`src/rtl/uart_crc16_rx.sv`:
```
// UART receiver that reassembles 3-character frames (payload, CRC hi, CRC lo)
// and checks the payload against CRC-16/XMODEM.
module uart_crc16_rx #(
  parameter int CLKS_PER_BIT = 16,
  parameter int GAP_TIMEOUT  = 4
) (
  input  logic       clk,
  input  logic       reset,
  input  logic       rx_in,
  output logic [7:0] rx_data_out,
  output logic       rx_ready_out,
  output logic       crc_valid_out,
  output logic       frame_err_out
);

  localparam int CNT_W   = $clog2(CLKS_PER_BIT);
  localparam int GAP_CYC = GAP_TIMEOUT * CLKS_PER_BIT;
  localparam int GAP_W   = $clog2(GAP_CYC + 2);

  localparam logic [CNT_W-1:0] CNT_ZERO = CNT_W'(0);
  localparam logic [CNT_W-1:0] CNT_ONE  = CNT_W'(1);
  localparam logic [CNT_W-1:0] HALF_M1  = CNT_W'(CLKS_PER_BIT / 2 - 1);
  localparam logic [CNT_W-1:0] FULL_M1  = CNT_W'(CLKS_PER_BIT - 1);
  localparam logic [GAP_W-1:0] GAP_ZERO = GAP_W'(0);
  localparam logic [GAP_W-1:0] GAP_ONE  = GAP_W'(1);
  localparam logic [GAP_W-1:0] GAP_LIM  = GAP_W'(GAP_CYC);

  localparam logic [1:0] S_IDLE  = 2'd0;
  localparam logic [1:0] S_START = 2'd1;
  localparam logic [1:0] S_DATA  = 2'd2;
  localparam logic [1:0] S_STOP  = 2'd3;

  localparam logic [1:0] B_BYTE0 = 2'd0;
  localparam logic [1:0] B_BYTE1 = 2'd1;
  localparam logic [1:0] B_BYTE2 = 2'd2;

  // Bytewise CRC-16/XMODEM of a single byte from a zero seed.
  function automatic logic [15:0] crc16_byte(input logic [7:0] d);
    logic [15:0] c;
    c = {d, 8'h00};
    for (int i = 0; i < 8; i++) begin
      if (c[15]) begin
        c = {c[14:0], 1'b0} ^ 16'h1021;
      end else begin
        c = {c[14:0], 1'b0};
      end
    end
    return c;
  endfunction

  logic             sync1_q, sync1_d, sync2_q, sync2_d;
  logic [1:0]       vld_q, vld_d;
  logic             armed_q, armed_d;
  logic [1:0]       state_q, state_d;
  logic [CNT_W-1:0] cnt_q, cnt_d;
  logic [2:0]       bit_idx_q, bit_idx_d;
  logic [7:0]       shift_q, shift_d;
  logic [1:0]       seq_q, seq_d;
  logic [7:0]       hold_q, hold_d;
  logic [15:0]      crc_q, crc_d;
  logic [7:0]       hi_q, hi_d;
  logic [GAP_W-1:0] gap_q, gap_d;
  logic [7:0]       data_q, data_d;
  logic             valid_q, valid_d;
  logic             ready_q, ready_d;
  logic             err_q, err_d;
  logic             rx_s, char_done, char_err, gap_hit;

  assign rx_s          = sync2_q;
  assign rx_data_out   = data_q;
  assign rx_ready_out  = ready_q;
  assign crc_valid_out = valid_q;
  assign frame_err_out = err_q;

  // Next-state logic for the synchroniser, bit FSM and frame sequencer.
  always_comb begin
    sync1_d   = rx_in;
    sync2_d   = sync1_q;
    vld_d     = {vld_q[0], 1'b1};
    armed_d   = armed_q | (rx_s & vld_q[1]);
    state_d   = state_q;
    cnt_d     = cnt_q;
    bit_idx_d = bit_idx_q;
    shift_d   = shift_q;
    seq_d     = seq_q;
    hold_d    = hold_q;
    crc_d     = crc_q;
    hi_d      = hi_q;
    data_d    = data_q;
    valid_d   = valid_q;
    ready_d   = 1'b0;
    err_d     = 1'b0;
    char_done = 1'b0;
    char_err  = 1'b0;

    case (state_q)
      S_IDLE: begin
        cnt_d = CNT_ZERO;
        if (armed_q && !rx_s) begin
          state_d = S_START;
        end else begin
          state_d = S_IDLE;
        end
      end
      S_START: begin
        if (cnt_q == HALF_M1) begin
          cnt_d     = CNT_ZERO;
          bit_idx_d = 3'd0;
          if (rx_s) begin
            state_d  = S_IDLE;
            char_err = 1'b1;
          end else begin
            state_d = S_DATA;
          end
        end else begin
          cnt_d = cnt_q + CNT_ONE;
        end
      end
      S_DATA: begin
        if (cnt_q == FULL_M1) begin
          cnt_d   = CNT_ZERO;
          shift_d = {rx_s, shift_q[7:1]};
          if (bit_idx_q == 3'd7) begin
            state_d = S_STOP;
          end else begin
            bit_idx_d = bit_idx_q + 3'd1;
          end
        end else begin
          cnt_d = cnt_q + CNT_ONE;
        end
      end
      S_STOP: begin
        if (cnt_q == FULL_M1) begin
          cnt_d   = CNT_ZERO;
          state_d = S_IDLE;
          if (rx_s) begin
            char_done = 1'b1;
          end else begin
            char_err = 1'b1;
          end
        end else begin
          cnt_d = cnt_q + CNT_ONE;
        end
      end
      default: begin
        state_d = S_IDLE;
        cnt_d   = CNT_ZERO;
      end
    endcase

    // Inter-character idle time is only policed once a frame is underway.
    if (state_q == S_IDLE && seq_q != B_BYTE0) begin
      gap_d = gap_q + GAP_ONE;
    end else begin
      gap_d = GAP_ZERO;
    end
    gap_hit = (state_q == S_IDLE) && (seq_q != B_BYTE0) && (gap_q == GAP_LIM);

    if (char_err || gap_hit) begin
      err_d = 1'b1;
      seq_d = B_BYTE0;
    end else if (char_done) begin
      case (seq_q)
        B_BYTE0: begin
          hold_d = shift_q;
          crc_d  = crc16_byte(shift_q);
          seq_d  = B_BYTE1;
        end
        B_BYTE1: begin
          hi_d  = shift_q;
          seq_d = B_BYTE2;
        end
        B_BYTE2: begin
          data_d  = hold_q;
          valid_d = ({hi_q, shift_q} == crc_q);
          ready_d = 1'b1;
          seq_d   = B_BYTE0;
        end
        default: begin
          seq_d = B_BYTE0;
        end
      endcase
    end else begin
      seq_d = seq_q;
    end
  end

  // State registers; the synchroniser resets to the idle-high line level.
  always_ff @(posedge clk) begin
    if (reset) begin
      sync1_q   <= 1'b1;
      sync2_q   <= 1'b1;
      vld_q     <= 2'b00;
      armed_q   <= 1'b0;
      state_q   <= S_IDLE;
      cnt_q     <= CNT_ZERO;
      bit_idx_q <= 3'd0;
      shift_q   <= 8'h00;
      seq_q     <= B_BYTE0;
      hold_q    <= 8'h00;
      crc_q     <= 16'h0000;
      hi_q      <= 8'h00;
      gap_q     <= GAP_ZERO;
      data_q    <= 8'h00;
      valid_q   <= 1'b0;
      ready_q   <= 1'b0;
      err_q     <= 1'b0;
    end else begin
      sync1_q   <= sync1_d;
      sync2_q   <= sync2_d;
      vld_q     <= vld_d;
      armed_q   <= armed_d;
      state_q   <= state_d;
      cnt_q     <= cnt_d;
      bit_idx_q <= bit_idx_d;
      shift_q   <= shift_d;
      seq_q     <= seq_d;
      hold_q    <= hold_d;
      crc_q     <= crc_d;
      hi_q      <= hi_d;
      gap_q     <= gap_d;
      data_q    <= data_d;
      valid_q   <= valid_d;
      ready_q   <= ready_d;
      err_q     <= err_d;
    end
  end

endmodule

```
`config.mk`:
```
export PLATFORM = sky130hd
export DESIGN_NAME = uart_crc16_rx
export DESIGN_NICKNAME = d
export VERILOG_FILES = /design/src/rtl/uart_crc16_rx.sv
export SDC_FILE = /design/constraint.sdc
export NUM_CORES = 1
export LEC_CHECK = 0
export CORE_AREA = 2 2 79 81
export DETAILED_ROUTE_END_ITERATION = 6
export DIE_AREA = 0 0 81 83
export PLACE_DENSITY = 0.68
export SETUP_SLACK_MARGIN = 0.5
export SLEW_MARGIN = 5
export SYNTH_ARGS = -nofsm -noshare
export SYNTH_HDL_FRONTEND = slang
export SYNTH_SLANG_ARGS = --single-unit
export TNS_END_PERCENT = 30
```
`constraint.sdc`:
```
create_clock -name clk -period 2.5 [get_ports clk]
set_input_delay 0.375 -clock clk [delete_from_list [all_inputs] [get_ports clk]]
set_output_delay 0.375 -clock clk [all_outputs]
set_load 0.02 [all_outputs]
```
Word-level counts from Yosys, hierarchy flattened. Index checks and enable logic that the tools add are counted.

Bits in registers: 74. Bits in latches: 0. RAM bits: 0. Memory bits (read-only): 0. Logic and storage cells: 122. Memories: 0.

Add/sub/neg operators: 3. Multiply operators: 0. Div/mod/pow operators: 0. Magnitude comparators: 0. Eq/ne operators: 15. Shifts and indexed selects: 0. Multiplexer cells: 54. Bitwise logic cells: 13. Reductions and logical operators: 19.

Operators with widths (count): two-way mux 16 bit (21); two-way mux 13 bit (8); inverter 3 bit (8); == test 16 bit (1); case mux 4 bit (3 select lines) (1); two-way mux 1 bit (10); two-way mux 2 bit (5); inequality test 2 bit (second input constant) (5); two-way mux 3 bit (3); AND reduction 3 bit (3); two-way mux 4 bit (2); case mux 2 bit (4 select lines) (1); AND reduction 4 bit (2); adder 7 x 1 -> 7 bit (second input constant) (1); == test 7 bit (second input constant) (1); == test 2 bit (second input constant) (3); case mux 3 bit (2 select lines) (1); OR reduction 2 bit (3); adder 4 x 1 -> 4 bit (second input constant) (1); == test 2 x 1 -> 1 bit (second input constant) (2); == test 4 x 3 -> 1 bit (second input constant) (1); == test 4 bit (second input constant) (1); zero test 2 bit (2); case mux 2 bit (2 select lines) (1); other kinds (12) (17).

Logic depth before layout (Yosys ltp).
Depth in word-level cells: 37. Mapped depth: 6. Gate-level depth less buffers: 6.

Least setup slack after synthesis. No wires, ideal clock.

Path kind: reg-to-reg. From: register cnt_q[0]. To: register crc_q[5]. Library setup time: 128 ps. Arrival: 1479 ps. Required time: 2372 ps. Slack: 893 ps. Stages on the path, launching flop included: 7. Cell sequence: dfxtp_1 ha_1 nand4_4 nor4_4 buf_6 mux2i_1 nor2_1.

Cells in the longest elaborated chain, start to end: 6. Elaborated cells between the ends (all ways): 10. Classes of those cells: 2 x eq/ne; 5 x mux; 1 x bitwise; 2 x reduce/logical.

RTL lines: start, declared (RTL line 55) `logic [CNT_W-1:0] cnt_q, cnt_d;`; start signal, assigned (RTL line 214) `cnt_q <= cnt_d;`; == test 4 bit or == test 4 x 3 -> 1 bit (tied branches) (RTL line 133, 106); two-way mux 1 bit (on tied branches) (RTL line 133, 106); case mux 1 bit (2 select lines) (RTL line 96) `case (state_q)`; logical OR 1 bit (RTL line 159) `if (char_err || gap_hit) begin`; inverter 1 bit (no source line); AND reduction 3 bit (no source line) *; end signal, assigned (RTL line 219) `crc_q <= crc_d;`; end, declared (RTL line 60) `logic [15:0] crc_q, crc_d;`.

Mark *: on every way between the ends. The rest lies on a longest branch, timed or not. A chain may end at the register's enable or synchronous reset.

Worst setup path in the final report.
From: register cnt_q[0]. To: register hi_q[7].

Cells in the longest elaborated chain, start to end: 6. Elaborated cells between the ends (all ways): 10. Classes of those cells: 2 x eq/ne; 5 x mux; 1 x bitwise; 2 x reduce/logical.

RTL lines: == test 4 bit or == test 4 x 3 -> 1 bit (tied branches) (RTL line 133, 106); two-way mux 1 bit (on tied branches) (RTL line 133, 106); case mux 1 bit (2 select lines) (RTL line 96); logical OR 1 bit (RTL line 159); inverter 1 bit (no source line); AND reduction 3 bit (no source line) *; end signal, assigned (RTL line 220) `hi_q <= hi_d;`; end, declared (RTL line 61) `logic [7:0] hi_q, hi_d;`.

Marks and branches as above.

==> impl_metrics.yaml <==
finish:
  diodes: 0
  n_fill_cell: 548
  final_cells: 388
  fin_area_um2: 3202
  syn2layout_area_growth_pct: 12.83
  nets: 318
  drive_gt1_frac: 0.09585
  utilization: 0.5506
clock_tree:
  cts_tree: "yes"
  postCtsSetupBuffers: 0
  cts.sinks: 66
  max-clock-path-buffers: 2
  ctsRootBufferMaster: "clkbuf_8"
  cts_made_buffers: 9
  clk_pin_slew_worst_paths_ps: 70
  htree_levels: 3
  clock_latency_ps: 340
floorplanning:
  die_w_um: 81
  ios: 14
  core_um2: 5816
  start_util: 0.4880
  die_y_um: 83
  die_area_um2: 6723
  rows: 28
yosys:
  synth_edf_count: 0
  syn-num-nets: 307
  yosys_warnings: 0
  yosysMostFrequentCell: "dfxtp_1"
  synth_area_um2: 2838
  synthArstFlopShare: 0
  netlist.area_leader.share: 0.4656
  netlist.top_cell.by_area: "dfxtp_1"
  netlist-cell-type-count: 45
  yosysSeqAreaShare: 0.4656
  syn_avg_cell_area_um2: 9.491
  netlist_instances: 299
  ys_top_cells_by_area: "dfxtp_1, mux2i_1, nor2_1, xor2_1, xnor2_1"
  yosys-top-cells-count: "dfxtp_1, nor2_1, mux2i_1"
  synth-seq-cells: 66
  synthFlopType: "dfxtp_1"
sta:
  setup_viol_count_final: 0
  setup_ws_ps: 656.9
  slew_viol_final: 0
  grt_setup_unrepaired: "no"
  finalCriticalPeriod_ps: 1843
  fmax_mhz: 542.6
  relSlewSlack: 0.6765
  finalSetupTns_ps: 0
  whs_ps: 408.1
  finClkSkew_ps: 8.107
  period_share: 0.7372
  hold_viol_final: 0
  tightest_slew_ps: 483.4
route:
  ant_nets: 0
  viasPerCell: 5.201
  wl_per_cell_um: 13.37
  drt_iter0_markers: 93
  drt-total-wl_um: 5186
  remaining_drc_errors: 0
  drtPass1Iterations: 5
  num_vias: 2018
grt:
  grt_max_degree: 31
  grt_pass1_wl_um: 8963
  grt_pass1_vias: 1902
  antenna_found_initial: 0
  grt_use_total: 0.1738
  grt-ovfl-total: 0
power_and_ir_drop:
  powerDensity_nw_per_um2: 611.3
  p_total_mw: 1.957
  leakage_nw: 1.181
  ir_worst_vdd_mv: 0.4071
critical_path:
  worstPathMaxFanout: 8
  critPathCaptureType: "flop"
  crit_type: "reg -> reg"
  cp.required_ps: 2720
  critical_path_arrival_ps: 2060
  start_kind: "flop"
flow_run:
  maxCapViolCount: 0
placement:
  post-dp-hpwl_um: 3531
  port-buffer-count: 13
  dpl.cell_count: 374
  place_congestion: 0.7633
  dpl_worst_slack_ps: 646.1
  dpl_cell_area_um2: 3005
worst_hold_path:
  min_path_type: "reg -> reg"
status:
  status: "complete, no violations"
power by group:
group          switching (mW)  internal, mW
registers             0.00370          1.06
clock network           0.367         0.504
logic                  0.0179       0.00791
worst max-delay path: stages (launching register included):
cell     delay, ps
dfxtp_1        360
ha_1           330
nand4_4        170
nor4b_2        340
buf_4          260
mux2i_1        210
nor2_1          50
registers in the layout, summed over array words and instances, names as in the netlist, named ones only:
| signal | count |
|---|---|
| hi_q | 8 |
| armed_q | 1 |
| crc_valid_out | 1 |
| cnt_q | 4 |
| vld_q | 2 |
| bit_idx_q | 3 |
| rx_s | 1 |
| crc_q | 8 |
| frame_err_out | 1 |
| hold_q | 8 |
| rx_ready_out | 1 |
| shift_q | 8 |
| gap_q | 7 |
| rx_data_out | 8 |
| state_q | 1 |
| sync1_q | 1 |
| seq_q | 2 |
what timing repair did:
item	4_1_cts	5_1_grt
endpoints found under the setup margin	0	2
gates resized for setup	0	1
hold endpoints to repair	0	0
hold buffers	0	0
placed cells by master, fill, tap and decap left out, drive strengths merged, types with 4 or more instances in the layout:
cell type,synthesis,final
dfxtp,66,66
nor2,48,48
mux2i,31,31
nand2,14,14
xor2,14,14
a21oi,13,13
clkdlybuf4s50,0,12
clkbuf,9,12
nand3,11,11
xnor2,11,11
o21ai,10,10
inv,8,8
a211oi,7,7
buf,9,6
ha,5,5
nor4,5,5
and3,4,4
nor2b,4,4
nor3,4,4
logic make-up after synthesis:
kind of cell             Yosys count  synth area share
multiplexers                      31            0.1093
buffers and inverters             26           0.04409
AO/OA/AOI/OAI                     38           0.08686
AND/OR/NAND/NOR                  108            0.1949
XOR/XNOR                          25           0.07716
flip-flops                        66            0.4656
adder cells (fa/ha/maj)            5           0.02205
per-layer routing:
layer	wire length, µm	part of all wire	vias to the layer above	track usage
met1	2494	0.48	948	0.2184
met3	176	0.034	7	0.07500
li1	-	-	1041	-
met5	0	0	-	0
met2	2446	0.47	22	0.2667
met4	68	0.013	0	0.05547
area by class of cell:
cell class / instances / area [µm²] / share of cell area
multi-input cells: 207 / 1398 / 0.4365
flip-flops and latches: 66 / 1321 / 0.4127
repair buffers: 18 / 166.4 / 0.05197
clock buffers: 12 / 155.1 / 0.04846
well taps: 75 / 93.84 / 0.02931
clock inverters: 2 / 37.54 / 0.01172
inverters: 8 / 30.03 / 0.009379
worst paths after layout:
path / slack, ps / end / cells after the start / from
worst max-delay path: 660 / hi_q[7]$_SDFFE_PP0P_ / 6 / cnt_q[0]$_SDFF_PP0_
worst min register to register: 410 / rx_s$_SDFF_PP1_ / 1 / sync1_q$_SDFF_PP1_
worst max register to register: 660 / hi_q[7]$_SDFFE_PP0P_ / 6 / cnt_q[0]$_SDFF_PP0_
worst min-delay path: 410 / rx_s$_SDFF_PP1_ / 1 / sync1_q$_SDFF_PP1_
(Power assumes the default switching activity.)
